==> src/rtl/demon_sweep_scheduler.sv <==
// demon_sweep_scheduler
//   Shares one neuron-update datapath across NUM_UNITS neuron slots. A
//   prescaler turns clk into a simulation tick; every tick starts a sweep
//   that issues one valid/ready request per slot (idx 0..N-1), collects
//   each slot's spike result into a shadow vector, and publishes the whole
//   vector once the last slot has answered.
//
// Ports
//   clk, rst_n   clock; asynchronous active-low reset
//   ena          design enable; 0 freezes the prescaler only
//   tick         1-cycle pulse when the prescaler wraps (combinational)
//   req_valid    update request to the datapath
//   req_ready    datapath accepts the request
//   req_idx      slot index of the current request
//   rsp_valid    datapath result strobe (honoured only while waiting)
//   rsp_spike    spike result for slot req_idx
//   spikes       spike vector of the last completed sweep
//   sweep_done   1-cycle pulse, spikes has just been updated
//   busy         a sweep is in progress
//   overrun      sticky, a tick was dropped
module demon_sweep_scheduler #(
  parameter  int unsigned MAX_COUNT = 1000,
  parameter  int unsigned NUM_UNITS = 4,
  localparam int unsigned IDX_W     = $clog2(NUM_UNITS)
) (
  input  logic                 clk,
  input  logic                 rst_n,
  input  logic                 ena,
  output logic                 tick,
  output logic                 req_valid,
  input  logic                 req_ready,
  output logic [IDX_W-1:0]     req_idx,
  input  logic                 rsp_valid,
  input  logic                 rsp_spike,
  output logic [NUM_UNITS-1:0] spikes,
  output logic                 sweep_done,
  output logic                 busy,
  output logic                 overrun
);

  localparam int unsigned      CNT_W    = $clog2(MAX_COUNT);
  localparam logic [CNT_W-1:0] CNT_LAST = CNT_W'(MAX_COUNT - 1);
  localparam logic [IDX_W-1:0] IDX_LAST = IDX_W'(NUM_UNITS - 1);

  typedef enum logic [1:0] {
    S_IDLE = 2'd0,
    S_REQ  = 2'd1,
    S_WAIT = 2'd2,
    S_DONE = 2'd3
  } state_e;

  state_e               state_q, state_d;
  logic [CNT_W-1:0]     cnt_q, cnt_d;
  logic [IDX_W-1:0]     idx_q, idx_d;
  logic                 pending_q, pending_d;
  logic                 overrun_q, overrun_d;
  logic [NUM_UNITS-1:0] shadow_q, shadow_d;
  logic [NUM_UNITS-1:0] spikes_q, spikes_d;
  logic                 req_valid_q, req_valid_d;
  logic                 sweep_done_q, sweep_done_d;
  logic                 busy_q, busy_d;
  logic                 tick_c;

  // Next-state and registered-output decode.
  always_comb begin
    state_d      = state_q;
    cnt_d        = cnt_q;
    idx_d        = idx_q;
    pending_d    = pending_q;
    overrun_d    = overrun_q;
    shadow_d     = shadow_q;
    spikes_d     = spikes_q;

    // Prescaler: free-runs while enabled, wraps on the tick edge.
    tick_c = ena && (cnt_q == CNT_LAST);
    if (ena) begin
      cnt_d = tick_c ? '0 : cnt_q + CNT_W'(1);
    end

    // A tick that lands mid-sweep is queued once; a second one is lost.
    if (tick_c && (state_q != S_IDLE)) begin
      pending_d = 1'b1;
      if (pending_q) begin
        overrun_d = 1'b1;
      end
    end

    unique case (state_q)
      S_IDLE: begin
        if (tick_c || pending_q) begin
          idx_d   = '0;
          state_d = S_REQ;
          // A queued tick is consumed; a fresh tick on the same edge re-queues.
          pending_d = pending_q && tick_c;
        end
      end
      S_REQ: begin
        if (req_ready) begin
          state_d = S_WAIT;
        end
      end
      S_WAIT: begin
        if (rsp_valid) begin
          shadow_d[idx_q] = rsp_spike;
          if (idx_q == IDX_LAST) begin
            state_d  = S_DONE;
            // Publish on entry to DONE so spikes is valid alongside sweep_done.
            spikes_d = shadow_d;
          end else begin
            idx_d   = idx_q + IDX_W'(1);
            state_d = S_REQ;
          end
        end
      end
      S_DONE: begin
        state_d = S_IDLE;
      end
      default: begin
        state_d = S_IDLE;
      end
    endcase

    req_valid_d  = (state_d == S_REQ);
    sweep_done_d = (state_d == S_DONE);
    busy_d       = (state_d != S_IDLE);
  end

  // State and output registers.
  always_ff @(posedge clk or negedge rst_n) begin
    if (!rst_n) begin
      state_q      <= S_IDLE;
      cnt_q        <= '0;
      idx_q        <= '0;
      pending_q    <= 1'b0;
      overrun_q    <= 1'b0;
      shadow_q     <= '0;
      spikes_q     <= '0;
      req_valid_q  <= 1'b0;
      sweep_done_q <= 1'b0;
      busy_q       <= 1'b0;
    end else begin
      state_q      <= state_d;
      cnt_q        <= cnt_d;
      idx_q        <= idx_d;
      pending_q    <= pending_d;
      overrun_q    <= overrun_d;
      shadow_q     <= shadow_d;
      spikes_q     <= spikes_d;
      req_valid_q  <= req_valid_d;
      sweep_done_q <= sweep_done_d;
      busy_q       <= busy_d;
    end
  end

  assign tick       = tick_c;
  assign req_valid  = req_valid_q;
  assign req_idx    = idx_q;
  assign spikes     = spikes_q;
  assign sweep_done = sweep_done_q;
  assign busy       = busy_q;
  assign overrun    = overrun_q;

endmodule

==> config.mk <==
export PLATFORM = sky130hd
export DESIGN_NAME = demon_sweep_scheduler
export DESIGN_NICKNAME = d
export VERILOG_FILES = /design/src/rtl/demon_sweep_scheduler.sv
export SDC_FILE = /design/constraint.sdc
export NUM_CORES = 1
export LEC_CHECK = 0
export CORE_ASPECT_RATIO = 1.25
export CORE_MARGIN = 10
export CORE_UTILIZATION = 58
export DETAILED_ROUTE_END_ITERATION = 16
export HOLD_SLACK_MARGIN = 0.08
export PLACE_DENSITY = 0.83
export RECOVER_POWER = 25
export SLEW_MARGIN = 30
export SYNTH_ARGS = -nofsm -noshare
export SYNTH_HDL_FRONTEND = slang
export SYNTH_SLANG_ARGS = --single-unit
==> constraint.sdc <==
create_clock -name clk -period 4.2 [get_ports clk]
set_input_delay 0.63 -clock clk [delete_from_list [all_inputs] [get_ports clk]]
set_output_delay 0.63 -clock clk [all_outputs]
set_load 0.1 [all_outputs]
==> results.py, run 1 <==
metrics = {
    "layout": {
        "layout-drive-gt1-share": 0.1727,
        "final_common_cell": "dfrtp_1",
        "syn_to_final_growth_pct": 18.34,
        "finalNetCount": 151,
        "antennaDiodeCount": 0,
        "fillCellCount": 168,
        "mostFrequentLayoutCells": "dfrtp_1 (26), clkdlybuf4s50_1 (14), nand2_1 (13), o21ai_0 (8), inv_1 (8)",
    },
    "logic_synthesis": {
        "synth-edff-count": 0,
        "synth_area_mm2": 0.001330,
        "synth_cells": 121,
        "synth_nets": 132,
        "yosysUniqueCellTypes": 44,
        "ys.flop_type": "dfrtp_1",
        "syn_avg_cell_area_um2": 10.99,
        "async_flop_share": 1.000,
        "synth_seq_cells": 26,
        "yosysWarnings": 0,
        "yosysSeqAreaShare": 0.4892,
    },
    "job": {
        "maxCapViolations": 0,
    },
    "worst_setup_path": {
        "crit_path_top_delay_cell": "clkdlybuf4s50_1",
        "reg2reg_from": "cnt_q[3]",
        "r2r_slack_ns": 2.59,
        "crit_type": "primary input to output port",
        "startpoint_type": "primary input",
        "worstPathCellList": "clkdlybuf4s50_1 > nand2_2 > nor3_4 > buf_4",
        "critPathMaxStageDelay_ns": 0.63,
        "rr_endpoint": "req_valid",
        "end_kind": "output port",
        "r2r_cells": 3,
        "startpoint": "ena",
        "critPathArrivalTime_ns": 2.22,
        "crit_path_max_fanout": 8,
        "crit_end": "tick",
        "crit_required_ns": 3.57,
    },
    "sta": {
        "tightest_slew_ns": 0.9695,
        "finalMaxSlewViolations": 0,
        "finalCritPeriodShare": 0.6796,
        "hold_violations": 0,
        "finClkSkew_ns": 0.007392,
        "setup_violations": 0,
        "timing.hold.ws_ns": 0.4914,
        "slew_headroom": 0.3517,
        "period_minus_slack_ns": 2.854,
        "max_freq_mhz": 350.4,
        "rsz0062_at_grt": "no",
        "finalSetupTns_ns": 0,
    },
    "detailed_routing": {
        "ant_nets": 0,
        "vias": 959,
        "drc": 0,
        "wirelength_mm": 2.400,
        "first_pass_iters": 4,
        "drtIter0Drc": 27,
        "via_per_inst": 5.641,
        "wl_per_cell_um": 14.12,
    },
    "grt": {
        "grt_start_max_net_pins": 17,
        "grt_overflow": 0,
        "grt_usage": 0.1164,
        "antenna_found_initial": 0,
        "grt_pass1_wl_mm": 4.395,
        "grt_pass1_vias": 1003,
    },
    "cts": {
        "cts_hold_buf": 0,
        "insertion_delay_ns": 0.33,
        "cts.sinks": 26,
        "post_cts_buffers": 0,
        "clock_path_buffers": 2,
        "cts_root_buffer": "clkbuf_4",
        "htreeDepth": 1,
        "clkTransAtPathRegs_ns": 0.14,
        "cts_inserted_buffers": 3,
        "cts_tree": "yes",
        "ctsResizeCount": 0,
    },
    "die": {
        "start_util": 0.6081,
        "die_height_um": 73.54,
        "die_x_um": 62.83,
        "die-area_mm2": 0.004621,
        "core_area_mm2": 0.002187,
        "rows": 19,
        "io_pins": 17,
    },
    "pwr": {
        "vdd_drop_max_uv": 417.3,
        "power.density_mw_per_mm2": 736.1,
        "power_leakage_nw": 0.6823,
    },
    "placement": {
        "numPortBuffers": 16,
        "dpl.hpwl_mm": 1.869,
        "place.gp.congestion": 0.8154,
    },
    "status": {
        "run_status": "finished, final reports clean",
    },
    "min_path": {
        "hp-class": "register to register",
    },
}
-- power by group --
part	internal [mW]	switching [mW]	total (mW)
sequential	0.330	0.0839	0.414
clock	0.0966	0.0752	0.172
combinational	0.181	0.392	0.573
total	0.608	0.551	1.16
-- area by class of cell --
| type | instances | area [µm²] | area share |
|---|---|---|---|
| Clock buffer | 3 | 22.52 | 0.01431 |
| Tap cell | 31 | 38.79 | 0.02464 |
| Inverter | 8 | 30.03 | 0.01908 |
| Clock inverter | 1 | 30.03 | 0.01908 |
| Sequential cell | 26 | 650.6 | 0.4134 |
| Multi-Input combinational cell | 84 | 636.9 | 0.4046 |
| Timing Repair Buffer | 17 | 165.2 | 0.1049 |
-- routing by layer --
metal | wire (µm) | global-route usage | up-vias | share of wire
met2 | 1191 | 0.2021 | 17 | 0.50
li1 | - | - | 479 | -
met1 | 1080 | 0.1304 | 458 | 0.45
met4 | 53 | 0.06716 | 0 | 0.022
met3 | 74 | 0.02432 | 5 | 0.031
met5 | 0 | 0 | - | 0
-- per-stage QoR --
stage | std cells | util | power, mW | worst slack, ns | area, µm²
floorplan | 121 | - | 0.8660 | 1.897 | 1330
global placement | 166 | 0.6957 | 0.9819 | 1.379 | 1521
detailed placement | 166 | 0.6957 | 0.9995 | 1.339 | 1521
CTS | 170 | 0.7197 | 1.170 | 1.336 | 1574
global route | 170 | 0.7197 | 1.230 | 1.218 | 1574
finish | 170 | 0.7197 | 1.159 | 1.346 | 1574
-- state kept, by name (all words and copies together) (netlist names) --
register / flops
cnt_q: 10
spikes: 4
shadow_q: 3
req_idx: 2
state_q: 2
busy: 1
overrun: 1
pending_q: 1
req_valid: 1
sweep_done: 1
-- cells in the mapped netlist, drive strengths merged (3+ instances only) --
master	count	area [µm²]
a21oi	3	18.77
clkbuf	3	12.51
dfrtp	26	650.6
ha	5	62.56
inv	8	30.03
mux2	4	45.04
mux2i	3	30.03
nand2	14	55.06
nand3	4	20.02
nand4	3	40.04
o21ai	8	40.04
o31ai	4	35.03
-- kinds of logic (layout without fill, tap and decap cells) --
logic type	after synthesis	in the layout	synth area share
AO/OA/AOI/OAI	23	23	0.1204
flip-flops	26	26	0.4892
XOR/XNOR	4	4	0.02635
adder cells (fa/ha/maj)	6	6	0.05456
AND/OR/NAND/NOR	44	44	0.2211
buffers and inverters	11	29	0.03198
multiplexers	7	7	0.05644
-- worst max-delay path, delay by kind of cell --
kind	cells	cell delay, ns
simple gates	2	0.59
buf+inv	2	1.00
-- worst min path at each step --
stage,start,endpoint,slack (ns),cells past startpoint
2_1_floorplan,rst_n,busy,0.33,0
6_report,spikes[1],spikes[1],0.49,2
3_3_place_gp,spikes[1],spikes[1],0.47,2
4_1_cts,spikes[1],spikes[1],0.50,2
3_5_place_dp,spikes[1],spikes[1],0.47,2
5_1_grt,overrun,overrun,0.51,1
(Power assumes the default switching activity.)
==> run 2, diff against run 1 <==
--- a/config.mk
+++ b/config.mk
@@ -7,10 +7,10 @@
 export LEC_CHECK = 0
 export CORE_ASPECT_RATIO = 1.25
 export CORE_MARGIN = 10
-export CORE_UTILIZATION = 58
+export CORE_UTILIZATION = 53
 export DETAILED_ROUTE_END_ITERATION = 16
 export HOLD_SLACK_MARGIN = 0.08
-export PLACE_DENSITY = 0.83
+export PLACE_DENSITY = 0.77
 export RECOVER_POWER = 25
 export SLEW_MARGIN = 30
 export SYNTH_ARGS = -nofsm -noshare
==> constraint.sdc (replaced) <==
create_clock -name clk -period 2.9 [get_ports clk]
set_input_delay 0.435 -clock clk [delete_from_list [all_inputs] [get_ports clk]]
set_output_delay 0.435 -clock clk [all_outputs]
set_load 0.1 [all_outputs]
==> run 2 against run 1 <==
Global-route usage shrank 0.25 points. Critical path type unchanged. Cell count rose by 0.59%. Via count increased by 1.6%. Register-to-register slack got worse by 1.3 ns. Worst hold slack improved by 0.014 ns.
==> results.py, run 2 (synthesized netlist as in run 1, its figures left out) <==
metrics = {
    "placement": {
        "dpl.hpwl_mm": 2.040,
        "postPlaceCellArea_mm2": 0.001511,
        "numPortBuffers": 16,
        "place.gp.congestion": 0.7927,
    },
    "grt": {
        "grt_start_max_net_pins": 27,
        "grt_usage": 0.1139,
        "antenna_found_initial": 0,
        "grt_pass1_vias": 1097,
        "grt_pass1_wl_mm": 4.685,
        "grt_overflow": 0,
    },
    "sta": {
        "finalSetupTns_ns": 0,
        "slew_headroom": 0.08128,
        "finalMaxSlewViolations": 0,
        "rsz0062_at_grt": "no",
        "period_minus_slack_ns": 2.398,
        "finClkSkew_ns": 0.008597,
        "max_freq_mhz": 417.1,
        "setup_violations": 0,
        "tightest_slew_ns": 1.378,
        "hold_violations": 0,
        "timing.hold.ws_ns": 0.5058,
        "finalCritPeriodShare": 0.8268,
    },
    "pwr": {
        "vdd_drop_max_uv": 632.0,
        "power_leakage_nw": 0.6826,
        "power.density_mw_per_mm2": 1030,
    },
    "die": {
        "die-area_mm2": 0.004926,
        "rows": 20,
        "start_util": 0.5479,
        "io_pins": 17,
        "die_x_um": 64.81,
        "die_height_um": 76.01,
        "core_area_mm2": 0.002427,
    },
    "worst_setup_path": {
        "critPathMaxStageDelay_ns": 0.65,
        "worstPathCellList": "clkdlybuf4s50_1 > nand2_2 > nor3_4 > buf_12",
        "critPathTopFamily": "buffers and inverters",
        "r2r_cells": 3,
        "crit_path_max_fanout": 8,
        "cp_num_buf_inv": 2,
        "crit_type": "primary input to output port",
        "reg2reg_from": "cnt_q[4]",
        "end_kind": "output port",
        "crit_required_ns": 2.47,
        "critPathArrivalTime_ns": 1.96,
        "r2r_slack_ns": 1.24,
        "crit_path_top_delay_cell": "clkdlybuf4s50_1",
        "rr_endpoint": "pending_q",
        "startpoint_type": "primary input",
    },
    "cts": {
        "clkTransAtPathRegs_ns": 0.14,
        "ctsResizeCount": 0,
        "post_cts_buffers": 0,
        "clock_path_buffers": 2,
        "cts_inserted_buffers": 3,
        "htreeDepth": 1,
        "cts.sinks": 26,
        "cts_root_buffer": "clkbuf_4",
        "cts_tree": "yes",
        "cts_hold_buf": 0,
        "insertion_delay_ns": 0.31,
    },
    "layout": {
        "top_register": "cnt_q",
        "utilization": 0.6304,
        "antennaDiodeCount": 0,
        "layout-drive-gt1-share": 0.2319,
        "largest_reg_flops": 10,
        "mostFrequentLayoutCells": "dfrtp_1 (26), nand2_1 (13), buf_4 (10), o21ai_0 (8), inv_1 (8)",
        "finalInstanceArea_mm2": 0.001530,
        "finalNetCount": 151,
        "multi_input_area_um2": 636.9,
        "syn_to_final_growth_pct": 15.05,
        "seq_area_um2": 650.6,
        "fillCellCount": 216,
        "final_common_cell": "dfrtp_1",
    },
    "detailed_routing": {
        "ant_nets": 0,
        "drc": 0,
        "wirelength_mm": 2.640,
        "first_pass_iters": 2,
        "wl_per_cell_um": 15.44,
        "via_per_inst": 5.696,
        "drtIter0Drc": 56,
        "vias": 974,
    },
    "min_path": {
        "min_delay_path_depth": 1,
        "min_to": "overrun",
        "hp-class": "register to register",
        "min_from": "overrun",
    },
    "status": {
        "run_status": "finished, final reports clean",
    },
    "job": {
        "maxCapViolations": 0,
    },
}
## run 2: cell count changes in the layout (fill, tap and decap cells not counted)
cell,delta
clkbuf_1,+1
buf_12,+1
clkdlybuf4s50_1,-10
bufinv_16,-1
buf_4,+8
## run 2: how the worst max path moves through the flow
stage,endpoint,cells after the start,start
2_1_floorplan,tick,3,cnt_q[3]
3_3_place_gp,tick,4,ena
3_5_place_dp,tick,4,ena
4_1_cts,tick,4,ena
5_1_grt,tick,4,ena
6_report,tick,4,ena
## run 2: per-layer routing
layer  GRT usage  part of all wire  up-vias
li1            -                 -      473
met1      0.1128              0.40      480
met2      0.2006              0.53       17
met3     0.03529             0.054        4
met4     0.06438             0.016        0
met5           0                 0        -
## run 2: final cells by class
| type | count | share of cell area |
|---|---|---|
| Timing Repair Buffer | 17 | 0.09730 |
| Sequential cell | 26 | 0.4252 |
| Tap cell | 33 | 0.02698 |
| Inverter | 8 | 0.01962 |
| Multi-Input combinational cell | 84 | 0.4162 |
| Clock buffer | 3 | 0.01472 |
## run 2: per-stage QoR
stage          power [mW]  instances  worst slack (ns)
2_1_floorplan       1.254        121            0.8264
3_3_place_gp        1.412        168            0.5618
3_5_place_dp        1.442        168            0.5062
4_1_cts             1.589        171            0.5020
5_1_grt             1.674        171            0.4149
6_report            1.576        171            0.5023
## run 2: report_power, final
part | total, mW | switching, mW | internal [mW]
Combinational | 0.815 | 0.571 | 0.244
Sequential | 0.612 | 0.134 | 0.478
Clock | 0.148 | 0.0995 | 0.0485
Total | 1.58 | 0.804 | 0.771
==> run 3, diff against run 2 <==
==> constraint.sdc (replaced) <==
create_clock -name clk -period 2.35 [get_ports clk]
set_input_delay 0.3525 -clock clk [delete_from_list [all_inputs] [get_ports clk]]
set_output_delay 0.3525 -clock clk [all_outputs]
set_load 0.1 [all_outputs]
==> run 3 against run 2 <==
Die area is the same. Routed wire length is 3.9% lower. Worst setup slack worse by 0.27 ns. Via count shrank 1.3%. Cell count is 1.2% higher. Core utilization grew 0.88 points. Clock skew down 0.0029 ns. Clock power grew 51%. Sequential cell count unchanged. Global-route usage shrank 0.30 points. First-iteration DRC count fell by 45%. Critical endpoint unchanged. Highest routed layer unchanged.
==> results.py, run 3 (synthesized netlist as in run 1, its figures left out) <==
metrics = {
    "sta": {
        "finClkSkew_ns": 0.005744,
        "slew_headroom": 0.08501,
        "setup_violations": 0,
        "tightest_slew_ns": 1.372,
        "finalSetupTns_ns": 0,
        "period_minus_slack_ns": 2.116,
        "rsz0062_at_grt": "no",
        "finalMaxSlewViolations": 0,
        "finalCritPeriodShare": 0.9005,
        "max_freq_mhz": 472.6,
        "hold_violations": 0,
    },
    "die": {
        "rows": 20,
        "io_pins": 17,
        "core_area_mm2": 0.002427,
        "die_height_um": 76.01,
        "die_x_um": 64.81,
        "start_util": 0.5479,
        "die-area_mm2": 0.004926,
    },
    "layout": {
        "finalNetCount": 152,
        "antennaDiodeCount": 0,
        "layout-drive-gt1-share": 0.2429,
        "final_common_cell": "dfrtp_1",
        "mostFrequentLayoutCells": "dfrtp_1 (26), nand2_1 (13), buf_4 (11), o21ai_0 (8), inv_1 (8)",
        "largest_reg_flops": 10,
        "syn_to_final_growth_pct": 16.65,
        "top_register": "cnt_q",
        "final_cell_count_no_fill": 173,
    },
    "cts": {
        "post_cts_buffers": 0,
        "cts_inserted_buffers": 3,
        "cts_hold_buf": 0,
        "cts_tree": "yes",
        "insertion_delay_ns": 0.32,
        "cts.sinks": 26,
        "clock_path_buffers": 2,
        "ctsResizeCount": 0,
        "clkTransAtPathRegs_ns": 0.14,
        "cts_root_buffer": "clkbuf_4",
        "htreeDepth": 1,
    },
    "placement": {
        "numPortBuffers": 16,
        "place.gp.congestion": 0.7766,
        "post-place-cells": 169,
        "dpl.hpwl_mm": 1.972,
    },
    "detailed_routing": {
        "first_pass_iters": 4,
        "top_layer_used": "met4",
        "m1WireLength_mm": 1.040,
        "ant_nets": 0,
        "vias": 961,
        "wl_per_cell_um": 14.66,
        "wl_met2_mm": 1.314,
        "wirelength_mm": 2.536,
        "via_per_inst": 5.555,
        "dr_wl_met3_um": 133,
        "drtIter0Drc": 31,
        "drc": 0,
    },
    "worst_setup_path": {
        "worstPathCellList": "nand4bb_1 > nor3_4 > buf_12",
        "critPathTopFamily": "simple AND/OR/NAND/NOR gates",
        "crit_required_ns": 2.00,
        "critPathArrivalTime_ns": 1.76,
        "end_kind": "output port",
        "cp_num_buf_inv": 1,
        "critPathMaxStageDelay_ns": 0.46,
        "startpoint_type": "register",
        "crit_path_max_fanout": 7,
        "crit_path_top_delay_cell": "dfrtp_1",
        "crit_type": "register to output port",
    },
    "grt": {
        "grt_overflow": 0,
        "grt_usage": 0.1108,
        "grt_pass1_wl_mm": 4.505,
        "antenna_found_initial": 0,
        "grt_start_max_net_pins": 27,
        "grt_pass1_vias": 1028,
    },
    "pwr": {
        "power_leakage_nw": 0.6952,
        "vdd_drop_max_uv": 718.6,
        "power_mw": 1.975,
        "power.density_mw_per_mm2": 1273,
    },
    "min_path": {
        "hp-class": "register to register",
    },
    "status": {
        "run_status": "finished, final reports clean",
    },
    "job": {
        "maxCapViolations": 0,
    },
}
-- run 3: where the power goes --
part           internal [mW]  switching (mW)
clock network         0.0948           0.129
logic                  0.300           0.702
registers              0.590           0.159
total                  0.985           0.990
-- run 3: stage by stage --
stage               area (µm²)  hold WS, ns  utilization  worst slack [ns]
floorplan                 1330      0.05691            -            0.3406
global placement          1519       0.4578       0.6258            0.3616
detailed placement        1519       0.4669       0.6258            0.3277
CTS                       1555       0.3789       0.6407            0.2285
global route              1551       0.5111       0.6392            0.1647
finish                    1551       0.4950       0.6392            0.2339
-- run 3: path summary, 6_finish.rpt --
check                         start           to  slack, ns  cells after the start
max                        cnt_q[4]         tick       0.23                      3
min                         overrun      overrun       0.49                      1
max reg2reg                cnt_q[4]     cnt_q[0]       0.61                      3
min reg2reg                 overrun      overrun       0.49                      1
max in group asynchronous     rst_n   req_idx[1]       0.70                      2
min in group asynchronous     rst_n  shadow_q[0]       0.85                      2
-- run 3: layout make-up --
cell class / count / area (µm²)
fillers: 202 / 875.8
well taps: 33 / 41.29
inverters: 8 / 30.03
clock buffers: 4 / 36.28
flip-flops and latches: 26 / 650.6
multi-input cells: 84 / 636.9
repair buffers: 18 / 156.4
-- run 3: layer usage --
| metal | vias up | GRT usage |
|---|---|---|
| met5 | - | 0 |
| met1 | 466 | 0.1168 |
| met4 | 0 | 0.05794 |
| met3 | 4 | 0.03676 |
| li1 | 477 | - |
| met2 | 14 | 0.1877 |
